### src/rtl/rf_ctrl_pkg.sv
// Shared encodings for the register-file writeback/debug controller.
package rf_ctrl_pkg;
    typedef enum logic [1:0] {
        ST_IDLE  = 2'd0,
        ST_DUMP  = 2'd1,
        ST_DRAIN = 2'd2
    } state_t;

    localparam int REG_NUM = 32;
    localparam int REG_AW  = 5;
endpackage

### src/rtl/rr_arbiter.sv
// Combinational rotate-priority arbiter: the first requester after ptr wins.
module rr_arbiter #(
    parameter int NREQ = 3,
    parameter int PW   = $clog2(NREQ)
) (
    input  logic [NREQ-1:0] req,
    input  logic [PW-1:0]   ptr,
    input  logic            en,
    output logic [NREQ-1:0] gnt
);
    always_comb begin
        gnt = '0;
        if (en) begin
            // Scan cyclically starting just after the last winner.
            for (int k = NREQ; k >= 1; k--) begin
                if (req[(int'(ptr) + k) % NREQ]) begin
                    gnt = '0;
                    gnt[(int'(ptr) + k) % NREQ] = 1'b1;
                end
            end
        end
    end
endmodule

### src/rtl/rf_wb_arbiter.sv
// Owns the RF write port (round-robin over writeback requesters) and the
// debug read port (sequenced 32-register snapshot dump).
module rf_wb_arbiter
    import rf_ctrl_pkg::*;
#(
    parameter int NREQ = 3,
    parameter int AW   = 5,
    parameter int DW   = 32
) (
    input  logic             clk,
    input  logic             rst,
    input  logic [NREQ-1:0]  req_valid,
    input  logic [NREQ*AW-1:0] req_addr,
    input  logic [NREQ*DW-1:0] req_data,
    output logic [NREQ-1:0]  req_ready,
    output logic             rf_we,
    output logic [AW-1:0]    rf_waddr,
    output logic [DW-1:0]    rf_wdata,
    output logic [AW-1:0]    rf_rsel,
    input  logic [DW-1:0]    rf_rdata,
    input  logic             dump_start,
    output logic             dump_busy,
    output logic             dump_valid,
    output logic [AW-1:0]    dump_addr,
    output logic [DW-1:0]    dump_data,
    output logic             dump_done
);
    localparam int PW = $clog2(NREQ);

    state_t            state, state_nx;
    logic [REG_AW-1:0] idx;
    logic [PW-1:0]     rr_ptr;
    logic [PW-1:0]     gnt_idx;
    logic [NREQ-1:0]   gnt;
    logic              arb_en;
    logic              xfer;
    logic [AW-1:0]     sel_addr;
    logic [DW-1:0]     sel_data;

    // A dump request outranks any pending write in the same cycle.
    assign arb_en = rst && (state == ST_IDLE) && !dump_start;

    rr_arbiter #(.NREQ(NREQ), .PW(PW)) u_arb (
        .req (req_valid),
        .ptr (rr_ptr),
        .en  (arb_en),
        .gnt (gnt)
    );

    assign req_ready = gnt;
    assign xfer      = |(gnt & req_valid);
    assign rf_rsel   = AW'(idx);
    assign dump_busy = (state != ST_IDLE);

    always_comb begin
        gnt_idx  = '0;
        sel_addr = '0;
        sel_data = '0;
        for (int i = 0; i < NREQ; i++) begin
            if (gnt[i]) begin
                gnt_idx  = PW'(i);
                sel_addr = req_addr[i*AW +: AW];
                sel_data = req_data[i*DW +: DW];
            end
        end
    end

    always_comb begin
        state_nx = state;
        case (state)
            ST_IDLE:  if (dump_start) state_nx = ST_DUMP;
            ST_DUMP:  if (idx == REG_AW'(REG_NUM - 1)) state_nx = ST_DRAIN;
            ST_DRAIN: state_nx = ST_IDLE;
            default:  state_nx = ST_IDLE;
        endcase
    end

    always_ff @(posedge clk) begin
        if (!rst) begin
            state      <= ST_IDLE;
            rr_ptr     <= PW'(NREQ - 1);
            idx        <= '0;
            rf_we      <= 1'b0;
            rf_waddr   <= '0;
            rf_wdata   <= '0;
            dump_valid <= 1'b0;
            dump_addr  <= '0;
            dump_data  <= '0;
            dump_done  <= 1'b0;
        end else begin
            state <= state_nx;
            if (state == ST_DUMP)
                idx <= (idx == REG_AW'(REG_NUM - 1)) ? '0 : idx + 1'b1;
            // r0 is hardwired zero, so its writes are consumed but dropped.
            rf_we <= xfer && (sel_addr != '0);
            if (xfer) begin
                rr_ptr   <= gnt_idx;
                rf_waddr <= sel_addr;
                rf_wdata <= sel_data;
            end
            dump_valid <= (state == ST_DUMP);
            dump_done  <= (state == ST_DRAIN);
            if (state == ST_DUMP) begin
                dump_addr <= AW'(idx);
                dump_data <= (idx == '0) ? '0 : rf_rdata;
            end
        end
    end
endmodule

### config.mk
export PLATFORM = sky130hd
export DESIGN_NAME = rf_wb_arbiter
export DESIGN_NICKNAME = d
export VERILOG_FILES = /design/src/rtl/rf_ctrl_pkg.sv /design/src/rtl/rr_arbiter.sv /design/src/rtl/rf_wb_arbiter.sv
export SDC_FILE = /design/constraint.sdc
export NUM_CORES = 1
export LEC_CHECK = 0
export BUFFER_PORTS_ARGS = -buffer_cell sky130_fd_sc_hd__buf_2
export CORE_AREA = 10 10 113 125
export CTS_CLUSTER_DIAMETER = 40
export DETAILED_ROUTE_END_ITERATION = 6
export DIE_AREA = 0 0 123 135
export GPL_ROUTABILITY_DRIVEN = 1
export PLACE_DENSITY = 0.66
export SYNTH_ARGS = -nofsm -noshare
export SYNTH_HDL_FRONTEND = slang
export SYNTH_SLANG_ARGS = --single-unit
### constraint.sdc
create_clock -name clk -period 3 [get_ports clk]
set_input_delay 0 -clock clk [delete_from_list [all_inputs] [get_ports clk]]
set_output_delay 0 -clock clk [all_outputs]
set_load 0.01 [all_outputs]
Word-level counts from Yosys, hierarchy flattened
Index checks and enable logic that the tools add are counted.
{"block": "word_totals", "elab_cells": 74, "out_inout_bits": 86, "inputBits": 149, "register_bits": 86}
{"block": "op_classes", "n_eq_ne": 5, "addsub": 4, "order_cmp": 6, "muxes": 32, "bitwise_logic": 1, "n_div": 3, "reduce_logical": 13}
{"operator": "two-way mux 32 bit", "n": 4}
{"operator": ">= comparator 32 x 1 -> 1 bit, second input constant", "n": 3}
{"operator": "< comparator 32 x 4 -> 1 bit, second input constant", "n": 3}
{"operator": "remainder unit 32 x 3 -> 32 bit, second input constant", "n": 3}
{"operator": "two-way mux 5 bit", "n": 4}
{"operator": "two-way mux 3 bit", "n": 4}
{"operator": "two-way mux 1 bit", "n": 10}
{"operator": "adder 2 x 2 -> 3 bit, second input constant", "n": 2}
{"operator": "binary-select mux 1 bit (select 2 bit)", "n": 3}
{"operator": "demux 1 bit (select 2 bit)", "n": 3}
{"operator": "logical AND 1 bit", "n": 6}
{"operator": "two-way mux 2 bit", "n": 3}
{"operator": "adder 5 x 1 -> 5 bit, second input constant", "n": 1}
{"operator": "== test 5 bit, second input constant", "n": 1}
{"operator": "logical NOT 5 bit", "n": 1}
{"operator": "nonzero test 5 bit", "n": 1}
{"operator": "!= test 2 bit, second input constant", "n": 2}
{"operator": "one-hot mux 2 bit (2 select lines)", "n": 1}
{"operator": "adder 2 x 1 -> 3 bit, second input constant", "n": 1}
{"operator": "AND 3 bit", "n": 1}
{"operator": "OR reduction 3 bit", "n": 1}
{"operator": "== test 2 x 1 -> 1 bit, second input constant", "n": 1}
{"operator": "== test 2 bit, second input constant", "n": 1}
{"operator": "logical NOT 2 bit", "n": 1}
{"operator": "other kinds (3)", "n": 3}

Logic depth before layout (Yosys ltp)
{"block": "depth", "ltp_word": 15, "ltp_mapped": 11, "depth_no_buf": 8}

Cells and area by module
Synthesis repeated with hierarchy kept, for this count alone.
{"block": "unflattened", "cells_unflattened": 479, "area_unflattened_um2": 4161.5}
{"mod": "rf_wb_arbiter", "area_each_um2": 3890.0, "seq_area_each_um2": 1721.7, "cells_each": 439, "instances": 1}
{"mod": "rr_arbiter", "area_each_um2": 271.5, "seq_area_each_um2": 0.0, "cells_each": 40, "instances": 1}

Worst setup path after synthesis
Ideal clock, no wire load.
{"block": "synth_path", "path_kind": "reg-to-reg", "startpoint": "reg rr_ptr[0]", "endpoint": "reg rr_ptr[1]", "setup_ps": 120, "path_buffers": 3, "t_required_ps": 2880, "stages_incl_launch_ff": 12, "t_arrival_ps": 2305, "slack_ps": 575, "period_less_slack_ps": 2425, "cell_sequence": "dfxtp_1 inv_1 ha_1 buf_2 nor2b_2 o21ai_0 a2111oi_4 or2_1 buf_4 buf_6 nor2_2 a211o_1"}
{"block": "synth_via", "elab_chain_len": 12, "elab_cells_between_ends": 37, "classes_between": "add/sub: 3; div: 3; order compare: 6; mux: 20; bitwise: 1; reduce/logical: 4"}
{"element": "start: declaration", "line_no": "rf_wb_arbiter.sv:32", "rtl": "logic [PW-1:0] rr_ptr;"}
{"element": "start signal: assignment", "line_no": "rf_wb_arbiter.sv:81", "rtl": "rr_ptr <= PW'(NREQ - 1);"}
{"element": "start signal: assignment", "line_no": "rf_wb_arbiter.sv:97", "rtl": "rr_ptr <= gnt_idx;"}
{"element": "adder 2 x 2 -> 3 bit", "line_no": "rr_arbiter.sv:16, rr_arbiter.sv:18"}
{"element": "remainder unit 32 x 3 -> 32 bit", "line_no": "rr_arbiter.sv:16, rr_arbiter.sv:18"}
{"element": ">= comparator 32 x 1 -> 1 bit (not written as such) / < comparator 32 x 4 -> 1 bit (equally long branches)", "line_no": "rr_arbiter.sv:18", "rtl": "gnt[(int'(ptr) + k) % NREQ] = 1'b1;"}
{"element": "logical AND 1 bit (not written as such)", "line_no": "rr_arbiter.sv:18"}
{"element": "two-way mux 1 bit (not written as such)", "line_no": "rr_arbiter.sv:18"}
{"element": "demux 1 bit (select 2 bit)"}
{"element": "two-way mux 3 bit (2 in a row)", "line_no": "rr_arbiter.sv:16", "rtl": "if (req[(int'(ptr) + k) % NREQ]) begin"}
{"element": "two-way mux 3 bit (*)", "line_no": "rr_arbiter.sv:16"}
{"element": "two-way mux 3 bit (*)", "line_no": "rr_arbiter.sv:13", "rtl": "if (en) begin"}
{"element": "AND 3 bit", "line_no": "rf_wb_arbiter.sv:51", "rtl": "assign xfer = |(gnt & req_valid);"}
{"element": "OR reduction 3 bit", "line_no": "rf_wb_arbiter.sv:51"}
Mark *: on every way between the ends. The rest lies on a longest branch, timed or not. The select of a mux whose other input is x is not followed.
A chain may end at the register's enable or synchronous reset.

Final worst setup path
{"block": "layout_path", "startpoint": "reg rr_ptr[0]", "endpoint": "reg rf_we"}
{"block": "layout_via", "elab_chain_len": 15, "elab_cells_between_ends": 41, "classes_between": "add/sub: 3; div: 3; order compare: 6; mux: 22; bitwise: 1; reduce/logical: 6"}
{"element": "adder 2 x 2 -> 3 bit", "line_no": "rr_arbiter.sv:16, rr_arbiter.sv:18"}
{"element": "remainder unit 32 x 3 -> 32 bit", "line_no": "rr_arbiter.sv:16, rr_arbiter.sv:18"}
{"element": ">= comparator 32 x 1 -> 1 bit (not written as such) / < comparator 32 x 4 -> 1 bit (equally long branches)", "line_no": "rr_arbiter.sv:18"}
{"element": "logical AND 1 bit (not written as such)", "line_no": "rr_arbiter.sv:18"}
{"element": "two-way mux 1 bit (not written as such)", "line_no": "rr_arbiter.sv:18"}
{"element": "demux 1 bit (select 2 bit)"}
{"element": "two-way mux 3 bit (2 in a row)", "line_no": "rr_arbiter.sv:16"}
{"element": "two-way mux 3 bit (*)", "line_no": "rr_arbiter.sv:16"}
{"element": "two-way mux 3 bit (*)", "line_no": "rr_arbiter.sv:13"}
{"element": "two-way mux 5 bit (3 in a row)", "line_no": "rf_wb_arbiter.sv:60", "rtl": "if (gnt[i]) begin"}
{"element": "nonzero test 5 bit", "line_no": "rf_wb_arbiter.sv:95", "rtl": "rf_we <= xfer && (sel_addr != '0);"}
{"element": "logical AND 1 bit (*)", "line_no": "rf_wb_arbiter.sv:95"}
{"element": "end signal: assignment", "line_no": "rf_wb_arbiter.sv:95"}
{"element": "end: declaration", "line_no": "rf_wb_arbiter.sv:16", "rtl": "output logic rf_we,"}
Marked as above.

==> impl_results.md <==
* Hold path depth at 3
* Mux cell area share after synthesis at around 1.6%
* Critical path class: register to register
* Io pins at ~240
* R2r worst-path depth at 10
* Top cell type's share of synthesized area at 43.61%
* H-tree Lvls at 3
* Setup Slack @ Placement at 0.1625 ns
* Count leader, synth: dfxtp_1
* Final worst setup slack at between 0.1 and 0.15 ns
* Final wirelength at approximately 18,000 um
* Top cells by count, synth: dfxtp_1, a22oi_1, a21oi_1
* CTS Sinks at 86
* Clock transition at the registers of the reported paths at 0.06 ns
* Total power at 0.003115 W
* Max-Cap Viols at 0
* Synth async-reset ratio at 0%
* GR met1 Demand/Resource at 22.28%
* Post-detailed-route count of antenna-violating nets at 0
* CTS tree: yes
* Chip Height at about 140 um
* Least-Margin Pin Slew at 1.276 ns
* Tmin final at 2.851 ns
* Synthesized net count at 597
* Die area at 16,610 um^2
* Congestion Overflow GR at 0
* Vias at 5,059
* CP Cell Sequence: inv_1, ha_4, nor2b_2, o21ai_0, a2111oi_4, buf_12, o41ai_1, dlygate4sd3_1, nand3_1, a21o_1
* GR peak layer: met2
* Peak VDD IR at ~0.25 mV
* Pwr Density at 464.0 nW/um^2
* Final TNS setup at 0 ns
* Arrival time at the worst endpoint at 3.13 ns
* R2r setup slk at roughly 0.15 ns
* Largest net degree at the start of global routing at 55
* Core area at 11,440 um^2
* Max incr delay on CP at 0.58 ns
* Number of post-CTS setup repair buffers at 0
* Number of CTS-inserted buffers at 9
* CP Data Required Time at 3.28 ns
* Initial antenna violation count at 3
* Port bufs at approximately 230
* Worst Path Max Fanout at 41
* HPWL after DPL at about 12,000 um
* Worst r2r dst: rf_we
* Endpoints failing hold at 0
* CP bufs+invs at 3
* RSZ-0062 raised after global routing: false
* CP Capture Type: register
* Area leader, netlist: dfxtp_1
* Fmax at approximately 350 MHz
* Post-Layout Cell Count at 928
* Simple-gate share of the synthesized area at between 10% and 20%
* Hold Crit Start: req_data[13]
* CP delay by family, top: buffers and inverters
* Ys Warns at 0
* # DRC at 0
* GP Congestion at 0.9042
* Initial Utilization at around a third
* Chip width at between 100 and 150 um
* Sequential fraction of the synthesis area at 43.61%
* Worst R2R Start: rr_ptr[0]
* Worst slew margin at 14.84%
* All-Layer GR Usage at between 20% and 30%
* Row cnt at 41
* DR iter-0 viols at 433
* Share of cells above drive strength 1 at 35.27%
* Status: finished clean
* Mapped Area at 3948 um^2
* Synth unique cells at 49
* Clk Latency, worst-skew pair at about 0.33 ns
* First-pass GRT wire length at ~28,000 um
* Final Setup Violations at 0
* Max-slew violation count at 0
* Ys flop type: dfxtp_1
* EDFF count, synth at 0
* Root Buffer: clkbuf_16
* Final period utilization at between 90% and 100%
* Hold path endpoint: rf_wdata[13]
* Met3 Use GR at 8.632%
* Mapped Cells at 441
* Critical path's slowest cell: dlygate4sd3_1
* Clock buffer depth at 2
* Synth Area in XOR/XNOR at 0%
* Nets at 926
* Compound-cell area share of the yosys netlist at 35.85%
* Main combinational cell family by area after synthesis: compound AO/OA/AOI/OAI gates
* Fillers at 907
* CP Launch Type: register
* Yosys reg bits at 86
* Clock Skews at 0.004425 ns
* Leak at 3.088 nW
* HP Class: input pin to register
* Area grow syn2layout at 70.08%
* Vias per cell at between 5 and 6
* First-pass detailed-route iteration total at 5
* # placed instances at around 800
* Adder-cell area share of the yosys netlist at 2.219%
* Grt met2 use at 34.37%
* Vias in the first global route at 5,097
* Top cells by area, synth: dfxtp_1, a22oi_1, o31ai_1
* WL/cell at 19.58 um
* Post-Syn Area per Cell at 8.951 um^2
cell usage in the layout (no fill, tap or decap), types with 4 or more instances in the layout:
cell / synthesis / final
dlygate4sd3_1: 0 / 118
buf_4: 5 / 6
clkbuf_16: 0 / 9
nor2_1: 40 / 39
diode_2: 0 / 4
a31oi_1: 10 / 10
dfxtp_1: 86 / 86
a21oi_1: 41 / 41
a22o_1: 8 / 8
o2bb2ai_1: 8 / 8
ha_1: 7 / 5
nand2_1: 18 / 18
o31ai_1: 29 / 29
o21ai_0: 34 / 34
a22oi_1: 61 / 61
nor2b_1: 5 / 5
buf_2: 14 / 234
inv_1: 6 / 6
where the power goes:
part / switching (W) / leakage, nW / internal (W) / total, W
clock network: 0.000443 / 0.149 / 0.000686 / 0.00113
logic: 0.000363 / 2.24 / 0.000355 / 0.000718
registers: 0.0000474 / 0.699 / 0.00122 / 0.00127
total: 0.000853 / 3.09 / 0.00226 / 0.00312
cell type report:
type                            count  area, um^2  share of cell area [%]
Antenna cell                        4       10.01                  0.1491
Tap cell                          150       187.7                   2.795
Multi-Input combinational cell    305        2011                   29.95
Clock inverter                      3       43.79                  0.6523
Sequential cell                    86        1722                   25.64
Inverter                            7       26.28                  0.3914
Clock buffer                       12       256.5                   3.820
Timing Repair Buffer              361        2457                   36.60
stage by stage:
step	util [%]	instance area (um^2)	hold slack (ns)
detailed placement	45.49	5204	0.2117
global placement	45.49	5204	0.2047
finish	58.69	6714	0.01050
global route	58.67	6711	0.01084
floorplan	-	3948	0.1169
CTS	58.44	6685	0.0002520
tightest hold or removal path, delay by kind of cell:
family                 cells  cell delay, ns
AO/OA/AOI/OAI              2            0.22
buffers and inverters      1            0.08
worst max path at each step:
stage	from	end	slack (ns)	depth (start not counted)
global route	rr_ptr[0]	rf_we	0.05	10
global placement	rr_ptr[0]	rf_wdata[11]	0.25	9
CTS	rr_ptr[0]	rf_we	0.05	10
finish	rr_ptr[0]	rf_we	0.15	10
detailed placement	rr_ptr[0]	rf_wdata[14]	0.16	9
floorplan	rr_ptr[0]	rr_ptr[1]	0.58	11
what timing repair did:
item                                    CTS  global route
endpoints found under the setup margin    0            12
hold buffers                            118             0
endpoints found under the hold margin    70             0
resized for setup                         0             4
logic make-up (layout without fill, tap and decap cells):
| kind of cell | after synthesis | count (layout) |
|---|---|---|
| muxes | 6 | 6 |
| and+or+nand+nor | 87 | 87 |
| other | 0 | 4 |
| AOI/OAI and AO/OA | 205 | 205 |
| DFF | 86 | 86 |
| buffers and inverters | 50 | 383 |
| adders and majority gates | 7 | 7 |
state kept, by name (all words and copies together) (netlist names):
register	cells
dump_addr	5
rr_ptr	2
state	2
dump_valid	1
rf_wdata	32
rf_waddr	5
rf_we	1
dump_done	1
rf_rsel	5
dump_data	32
metal layers:
metal / routed length (um) / up-vias / part of all wire, %
met2: 8404 / 357 / 46
met4: 686 / 2 / 3.8
met3: 2363 / 58 / 13
met1: 6701 / 2322 / 37
met5: 13 / - / 0.072
li1: - / 2320 / -
Note: power is estimated with default switching activity, not from simulation.
